### src/rtl/complex_div_seq_if.sv
// rtl/complex_div_seq_if.sv - start/done handshake and operand/result bundle for complex_div_seq
//
// Purpose: groups the request, operand and result signals of the sequential
// complex divider so that requester and divider connect through one port.
//
// Signals (W = operand width):
//   start     requester -> divider  request, sampled only while the divider is idle
//   re_in     requester -> divider  2W  product real part, signed
//   im_in     requester -> divider  2W  product imaginary part, signed
//   c_in      requester -> divider  W   divisor real part, signed
//   d_in      requester -> divider  W   divisor imaginary part, signed
//   busy      divider -> requester      operation in progress
//   done      divider -> requester      one-cycle pulse, results valid from this cycle
//   q_re      divider -> requester  W   quotient real part, signed
//   q_im      divider -> requester  W   quotient imaginary part, signed
//   rem_nz    divider -> requester      either remainder nonzero
//   ovf       divider -> requester      either quotient saturated
//   div_zero  divider -> requester      divisor was 0 + j0
//
// Modports: master (requester side), slave (divider side).

interface complex_div_seq_if #(
   parameter int W = 8
);
   logic                  start;
   logic signed [2*W-1:0] re_in;
   logic signed [2*W-1:0] im_in;
   logic signed [W-1:0]   c_in;
   logic signed [W-1:0]   d_in;
   logic                  busy;
   logic                  done;
   logic signed [W-1:0]   q_re;
   logic signed [W-1:0]   q_im;
   logic                  rem_nz;
   logic                  ovf;
   logic                  div_zero;

   modport master (
      output start, re_in, im_in, c_in, d_in,
      input  busy, done, q_re, q_im, rem_nz, ovf, div_zero
   );

   modport slave (
      input  start, re_in, im_in, c_in, d_in,
      output busy, done, q_re, q_im, rem_nz, ovf, div_zero
   );
endinterface

### src/rtl/complex_div_seq.sv
// rtl/complex_div_seq.sv - sequential restoring complex divider Q = P / C
//
// Purpose: divides a 2W-bit complex product P = re + j*im by a W-bit complex
// factor C = c + j*d. DEN = c^2 + d^2, NR = re*c + im*d, NI = im*c - re*d,
// and q_re = NR/DEN, q_im = NI/DEN truncated toward zero, saturated to W bits.
// Both quotient magnitudes are produced in parallel by a 3W-step restoring
// shift-subtract loop against the shared DEN.
//
// Ports:
//   clk    rising-edge clock
//   rst_n  synchronous active-low reset; clears state and all outputs
//   bus    complex_div_seq_if.slave (start, re_in, im_in, c_in, d_in in;
//          busy, done, q_re, q_im, rem_nz, ovf, div_zero out)
//
// Optional build macro: COMPLEX_DIV_ROUND_EN
//   defined   - magnitudes are rounded half away from zero before sign/saturation
//   undefined - pure truncation toward zero
//
// Latency: done 3W+2 edges after the accepting edge, 2 edges when DEN = 0.

module complex_div_seq #(
   parameter int W = 8
) (
   input logic              clk,
   input logic              rst_n,
   complex_div_seq_if.slave bus
);

   localparam int PW = 2 * W;       // product operand width
   localparam int DW = 2 * W + 1;   // DEN width
   localparam int NW = 3 * W + 1;   // signed numerator width
   localparam int MW = 3 * W;       // numerator magnitude / quotient width
   localparam int RW = 2 * W + 2;   // remainder width, holds up to 2*DEN
   localparam int CW = $clog2(MW);

   localparam logic [CW-1:0] LAST_STEP = CW'(MW - 1);
   localparam logic [MW:0]   POS_LIM   = (MW + 1)'((1 << (W - 1)) - 1);
   localparam logic [MW:0]   NEG_LIM   = (MW + 1)'(1 << (W - 1));

   typedef enum logic [1:0] {
      S_IDLE,
      S_MUL,
      S_DIV,
      S_FIX
   } state_t;

   state_t                state_q;
   logic [CW-1:0]         cnt_q;

   // captured operands
   logic signed [PW-1:0]  re_q;
   logic signed [PW-1:0]  im_q;
   logic signed [W-1:0]   c_q;
   logic signed [W-1:0]   d_q;

   // division datapath
   logic [DW-1:0]         den_q;
   logic                  sgn_re_q;
   logic                  sgn_im_q;
   logic [MW-1:0]         qr_re_q;   // dividend shifts out, quotient shifts in
   logic [MW-1:0]         qr_im_q;
   logic [RW-1:0]         rr_re_q;
   logic [RW-1:0]         rr_im_q;

   // registered outputs
   logic                  busy_q;
   logic                  done_q;
   logic signed [W-1:0]   q_re_q;
   logic signed [W-1:0]   q_im_q;
   logic                  rem_nz_q;
   logic                  ovf_q;
   logic                  div_zero_q;

   // next-state values from the datapath
   logic signed [NW-1:0]  re_x, im_x, c_x, d_x;
   logic signed [DW-1:0]  c_dx, d_dx;
   logic signed [NW-1:0]  nr_d, ni_d;
   logic [MW-1:0]         nr_mag_d, ni_mag_d;
   logic [DW-1:0]         den_d;
   logic [RW-1:0]         rr_re_d, rr_im_d;
   logic [MW-1:0]         qr_re_d, qr_im_d;
   logic                  rnd_re_d, rnd_im_d;
   logic [W:0]            fix_re_d, fix_im_d;   // {saturated, quotient}

   // One restoring step: bring the next dividend bit into the remainder and
   // subtract DEN if it fits; the resulting quotient bit enters at the LSB.
   function automatic logic [RW+MW-1:0] div_step(
      input logic [RW-1:0] r,
      input logic [MW-1:0] q,
      input logic [DW-1:0] den
   );
      logic [RW-1:0] trial;
      logic [RW-1:0] den_x;
      trial = {r[RW-2:0], q[MW-1]};
      den_x = {{(RW - DW){1'b0}}, den};
      if (trial >= den_x) begin
         return {trial - den_x, q[MW-2:0], 1'b1};
      end
      return {trial, q[MW-2:0], 1'b0};
   endfunction

   // Optional increment, sign application and saturation of one quotient.
   // A negative result may reach -2^(W-1), a positive one only 2^(W-1)-1.
   function automatic logic [W:0] fix_q(
      input logic          neg,
      input logic [MW-1:0] mag,
      input logic          inc
   );
      logic [MW:0]  mag_r;
      logic [W-1:0] q;
      logic         sat;
      mag_r = {1'b0, mag} + {{MW{1'b0}}, inc};
      if (neg) begin
         sat = (mag_r > NEG_LIM);
         q   = sat ? {1'b1, {(W - 1){1'b0}}} : -mag_r[W-1:0];
      end else begin
         sat = (mag_r > POS_LIM);
         q   = sat ? {1'b0, {(W - 1){1'b1}}} : mag_r[W-1:0];
      end
      return {sat, q};
   endfunction

   always_comb begin
      re_x = {{(NW - PW){re_q[PW-1]}}, re_q};
      im_x = {{(NW - PW){im_q[PW-1]}}, im_q};
      c_x  = {{(NW - W){c_q[W-1]}}, c_q};
      d_x  = {{(NW - W){d_q[W-1]}}, d_q};
      c_dx = {{(DW - W){c_q[W-1]}}, c_q};
      d_dx = {{(DW - W){d_q[W-1]}}, d_q};

      nr_d  = re_x * c_x + im_x * d_x;
      ni_d  = im_x * c_x - re_x * d_x;
      den_d = $unsigned(c_dx * c_dx + d_dx * d_dx);

      // |NR|, |NI| never exceed 2^(3W-1), so MW bits always suffice
      nr_mag_d = nr_d[NW-1] ? MW'(-nr_d) : MW'(nr_d);
      ni_mag_d = ni_d[NW-1] ? MW'(-ni_d) : MW'(ni_d);

      {rr_re_d, qr_re_d} = div_step(rr_re_q, qr_re_q, den_q);
      {rr_im_d, qr_im_d} = div_step(rr_im_q, qr_im_q, den_q);

`ifdef COMPLEX_DIV_ROUND_EN
      rnd_re_d = ({rr_re_q, 1'b0} >= {{(RW + 1 - DW){1'b0}}, den_q});
      rnd_im_d = ({rr_im_q, 1'b0} >= {{(RW + 1 - DW){1'b0}}, den_q});
`else
      rnd_re_d = 1'b0;
      rnd_im_d = 1'b0;
`endif

      fix_re_d = fix_q(sgn_re_q, qr_re_q, rnd_re_d);
      fix_im_d = fix_q(sgn_im_q, qr_im_q, rnd_im_d);
   end

   always_ff @(posedge clk) begin
      if (!rst_n) begin
         state_q    <= S_IDLE;
         cnt_q      <= '0;
         busy_q     <= 1'b0;
         done_q     <= 1'b0;
         q_re_q     <= '0;
         q_im_q     <= '0;
         rem_nz_q   <= 1'b0;
         ovf_q      <= 1'b0;
         div_zero_q <= 1'b0;
      end else begin
         done_q <= 1'b0;
         case (state_q)
            S_IDLE: begin
               // the done cycle still belongs to the finished operation
               if (bus.start && !done_q) begin
                  re_q       <= bus.re_in;
                  im_q       <= bus.im_in;
                  c_q        <= bus.c_in;
                  d_q        <= bus.d_in;
                  busy_q     <= 1'b1;
                  rem_nz_q   <= 1'b0;
                  ovf_q      <= 1'b0;
                  div_zero_q <= 1'b0;
                  state_q    <= S_MUL;
               end
            end
            S_MUL: begin
               den_q    <= den_d;
               sgn_re_q <= nr_d[NW-1];
               sgn_im_q <= ni_d[NW-1];
               qr_re_q  <= nr_mag_d;
               qr_im_q  <= ni_mag_d;
               rr_re_q  <= '0;
               rr_im_q  <= '0;
               cnt_q    <= '0;
               if (den_d == '0) begin
                  div_zero_q <= 1'b1;
                  state_q    <= S_FIX;
               end else begin
                  state_q    <= S_DIV;
               end
            end
            S_DIV: begin
               qr_re_q <= qr_re_d;
               qr_im_q <= qr_im_d;
               rr_re_q <= rr_re_d;
               rr_im_q <= rr_im_d;
               cnt_q   <= cnt_q + CW'(1);
               if (cnt_q == LAST_STEP) begin
                  state_q <= S_FIX;
               end
            end
            S_FIX: begin
               if (div_zero_q) begin
                  q_re_q   <= '0;
                  q_im_q   <= '0;
                  rem_nz_q <= 1'b0;
                  ovf_q    <= 1'b0;
               end else begin
                  q_re_q   <= fix_re_d[W-1:0];
                  q_im_q   <= fix_im_d[W-1:0];
                  ovf_q    <= fix_re_d[W] | fix_im_d[W];
                  rem_nz_q <= (|rr_re_q) | (|rr_im_q);
               end
               done_q  <= 1'b1;
               busy_q  <= 1'b0;
               state_q <= S_IDLE;
            end
            default: state_q <= S_IDLE;
         endcase
      end
   end

   assign bus.busy     = busy_q;
   assign bus.done     = done_q;
   assign bus.q_re     = q_re_q;
   assign bus.q_im     = q_im_q;
   assign bus.rem_nz   = rem_nz_q;
   assign bus.ovf      = ovf_q;
   assign bus.div_zero = div_zero_q;

endmodule

### src/flat_wrapper.sv
// flat-port wrapper written by rule: the top's interface ports become plain ports
module complex_div_seq_flat 
#(
   parameter int W = 8
)
  (clk, rst_n, bus_start, bus_re_in, bus_im_in, bus_c_in, bus_d_in, bus_busy, bus_done, bus_q_re, bus_q_im, bus_rem_nz, bus_ovf, bus_div_zero);
  complex_div_seq_if #(.W(W)) bus_i ();
  input logic clk;
  input logic rst_n;
  input wire logic [$bits(bus_i.start)-1:0] bus_start;
  input wire logic [$bits(bus_i.re_in)-1:0] bus_re_in;
  input wire logic [$bits(bus_i.im_in)-1:0] bus_im_in;
  input wire logic [$bits(bus_i.c_in)-1:0] bus_c_in;
  input wire logic [$bits(bus_i.d_in)-1:0] bus_d_in;
  output wire logic [$bits(bus_i.busy)-1:0] bus_busy;
  output wire logic [$bits(bus_i.done)-1:0] bus_done;
  output wire logic [$bits(bus_i.q_re)-1:0] bus_q_re;
  output wire logic [$bits(bus_i.q_im)-1:0] bus_q_im;
  output wire logic [$bits(bus_i.rem_nz)-1:0] bus_rem_nz;
  output wire logic [$bits(bus_i.ovf)-1:0] bus_ovf;
  output wire logic [$bits(bus_i.div_zero)-1:0] bus_div_zero;
  assign bus_i.start = bus_start;
  assign bus_i.re_in = bus_re_in;
  assign bus_i.im_in = bus_im_in;
  assign bus_i.c_in = bus_c_in;
  assign bus_i.d_in = bus_d_in;
  assign bus_busy = bus_i.busy;
  assign bus_done = bus_i.done;
  assign bus_q_re = bus_i.q_re;
  assign bus_q_im = bus_i.q_im;
  assign bus_rem_nz = bus_i.rem_nz;
  assign bus_ovf = bus_i.ovf;
  assign bus_div_zero = bus_i.div_zero;
  complex_div_seq #(.W(W)) u_core (.clk(clk), .rst_n(rst_n), .bus(bus_i));
endmodule
### config.mk
export PLATFORM = sky130hd
export DESIGN_NAME = complex_div_seq_flat
export DESIGN_NICKNAME = d
export VERILOG_FILES = /design/src/rtl/complex_div_seq_if.sv /design/src/rtl/complex_div_seq.sv /design/src/flat_wrapper.sv
export SDC_FILE = /design/constraint.sdc
export NUM_CORES = 2
export LEC_CHECK = 0
export CORE_MARGIN = 3
export CORE_UTILIZATION = 45
export DETAILED_ROUTE_END_ITERATION = 10
export GPL_TIMING_DRIVEN = 0
export MAX_ROUTING_LAYER = met4
export PLACE_DENSITY = 0.59
export SLEW_MARGIN = 10
export SYNTH_ARGS = -nofsm -noshare
export SYNTH_HDL_FRONTEND = slang
export SYNTH_SLANG_ARGS = --single-unit
### constraint.sdc
create_clock -name clk -period 18.3 [get_ports clk]
set_input_delay 3.66 -clock clk [delete_from_list [all_inputs] [get_ports clk]]
set_output_delay 3.66 -clock clk [all_outputs]
set_load 0.02 [all_outputs]
==> reports/metrics.cfg <==
[die]
core_sq_um=73700
die_h_um=280
start_util_pct=45.9
die_area_sq_um=78500
die_x_um=280
boundaryPins=72
placementRows=99

[drt]
antenna_left=0
viasPerCell=5.22
drt-total-wl_mm=91.1
drc=0
wl_per_cell_um=19.1
drt-initial-drc-count=1659
drt_pre_antenna_iters=6
num_vias=24900

[cts]
post_cts_buffers=0
cts-resized-gates=0
path_clk_slew_ps=90
cts_tree=done
clkLatencyLatePin_ps=510
cts_inserted_buffers=17
clock_tree.buffer_depth=2
hold_buffers=0
htreeDepth=4
cts_root_buf=clkbuf_16
cts_sinks=179

[yosys]
synth-main-ff-cell=edfxtp_1
syn-cell-area_sq_um=33800
postSynthCellCount=3703
synth_fp_nets=4609
synth_edf_count=151
ys_seq_area_share_pct=15.1
synth_cell_types=89
synthArstFlopShare_pct=0
avgSynthCellArea_sq_um=9.14
ys_warn_count=0
ys_ff_latch=179

[min_path]
hold_class=flop to flop

[worst_setup_path]
start_kind=flop
critical-path-top-delay-family=adder cells
end_kind=flop
cp_slowest_cell=nor3_2
crit_type=flop to flop
worstPathRequired_ps=18540
cp.arrival_ps=9860
cp_max_fo=10
path_common_cell=fa_1
critPathMaxStageDelay_ps=820
crit_buf_inv=8

[global_routing]
grt_pass1_wl_mm=145
grt_use_total_pct=25.1
grt_pass1_vias=25500
antenna_found_initial=2
grt_overflow=0
grt_max_degree=31

[sta]
worst_pin_slew_ps=1170
fmax_mhz=104
relSlewSlack_pct=21.3
drv_slew=0
setup_viol=0
fin_crit_sh_pct=52.6
period_minus_slack_ps=9620
rsz0062_at_grt=false
final_hold_viol_count=0
fin_ws_ps=8680
hold_slack_ps=461
worst_clock_skew_ps=22.4
setup_tns_ps=0

[layout]
stdcell_count=4773
seqCellArea_sq_um=5090
syn_to_final_growth_pct=7.85
fill_cells=7089
drive_gt1_share_pct=2.20
multi_input_area_sq_um=25200
finalNetCount=4704

[placed_design]
dp_slack_ps=8800
place_hpwl_mm=75.2
gp_congestion=0.925
place_inst=4738
port_buffers=71

[status]
status=finished clean

[flow_run]
cap_violations=0

layout by cell type (no fill, tap or decap), types with 27 or more instances in the layout:
cell / count
xor2_1: 59
nor2_1: 181
nand2b_1: 47
nand3_1: 29
fa_1: 598
a21oi_1: 98
edfxtp_1: 151
nor2b_1: 27
clkdlybuf4s50_1: 71
and2_1: 270
dfxtp_1: 28
nand2_1: 391
clkbuf_1: 139
xnor2_1: 117
ha_1: 257
mux2i_1: 35
o21ai_0: 117
nor3_1: 41
inv_1: 798
cells by family after synthesis:
group | after synthesis | synth area share, %
compound gates | 403 | 7.68
buf+inv | 950 | 10.6
simple gates | 1102 | 16.1
xor+xnor | 176 | 4.56
flops | 179 | 15.1
mux | 38 | 1.14
fa+ha+maj | 855 | 44.9
cell type report:
type / instances / share of cell area (%)
Clock inverter: 14 / 0.514
Antenna cell: 3 / 0.0206
Clock buffer: 18 / 1.18
Sequential cell: 179 / 14.0
Timing Repair Buffer: 76 / 2.24
Inverter: 803 / 8.26
Tap cell: 959 / 3.29
Multi-Input combinational cell: 2574 / 69.0
Buffer: 147 / 1.56
cells in the mapped netlist (all sizes together), types with 8 or more instances:
cell	instances	area share (%)
mux2i	35	1.0
o21ai	121	1.8
nand2b	47	0.87
o211ai	8	0.19
o311ai	8	0.23
or3	16	0.31
or2	16	0.30
nand4	16	0.30
ha	257	9.5
a21o	21	0.47
o31ai	19	0.42
and2	270	5.0
xnor2	117	3.0
xor2	59	1.5
nand3	29	0.43
o21a	18	0.40
edfxtp	151	13
buf	9	0.15
clkbuf	138	1.5
a211oi	19	0.45
inv	800	8.9
nor3	42	0.64
a31oi	15	0.28
a21oi	99	1.5
dfxtp	28	1.7
nand2	391	4.3
and3	16	0.30
nor2	183	2.0
fa	598	35
nor4	25	0.48
a21boi	14	0.31
nor2b	27	0.50
routing by layer:
| layer | vias to the layer above | track usage, % | routed length (um) |
|---|---|---|---|
| met3 | 127 | 5.33 | 6130 |
| met2 | 673 | 38.1 | 40700 |
| met5 | - | - | 0 |
| li1 | 11700 | - | - |
| met4 | 0 | 7.70 | 2940 |
| met1 | 12400 | 33.9 | 41300 |
final timing paths:
path                                        start                  to  slack, ps  cells past startpoint
worst min register to register  u_core.bus.rem_nz   u_core.bus.rem_nz        460                      2
worst min-delay path            u_core.bus.rem_nz   u_core.bus.rem_nz        460                      2
worst max-delay path                u_core.d_q[0]  u_core.qr_re_q[21]       8680                     26
worst max register to register      u_core.d_q[0]  u_core.qr_re_q[21]       8680                     26
through the flow:
step | utilization (%) | area (sq um)
6_report | 49.5 | 36500
2_1_floorplan | - | 33800
4_1_cts | 49.5 | 36500
3_3_place_gp | 48.5 | 35700
3_5_place_dp | 48.7 | 35900
5_1_grt | 49.5 | 36500
flip-flops by register name (all words and copies together) (netlist names), 16 cells and up:
register / count
u_core.den_q: 17
u_core.im_q: 16
u_core.qr_im_q: 24
u_core.qr_re_q: 24
u_core.re_q: 16
u_core.rr_im_q: 18
u_core.rr_re_q: 18
worst register-to-register path, stage by stage (launching register included):
cell and delay [ps]:
edfxtp_1 580, clkbuf_1 810, clkbuf_1 570, nand2_1 510
fa_1 650, inv_1 50, fa_1 480, fa_1 600
fa_1 450, fa_1 490, inv_1 50, fa_1 470
inv_1 40, ha_1 270, clkbuf_1 240, a21oi_1 190
o21ai_0 140, a211oi_1 250, nand3_1 170, and3_1 270
o211a_1 250, nor3_2 820, inv_2 300, buf_2 310
o41ai_1 120, xor2_1 200, o21ai_0 90
Power is not shown: default switching activity piles up to over one toggle a cycle in this logic, so the estimate is an artifact.
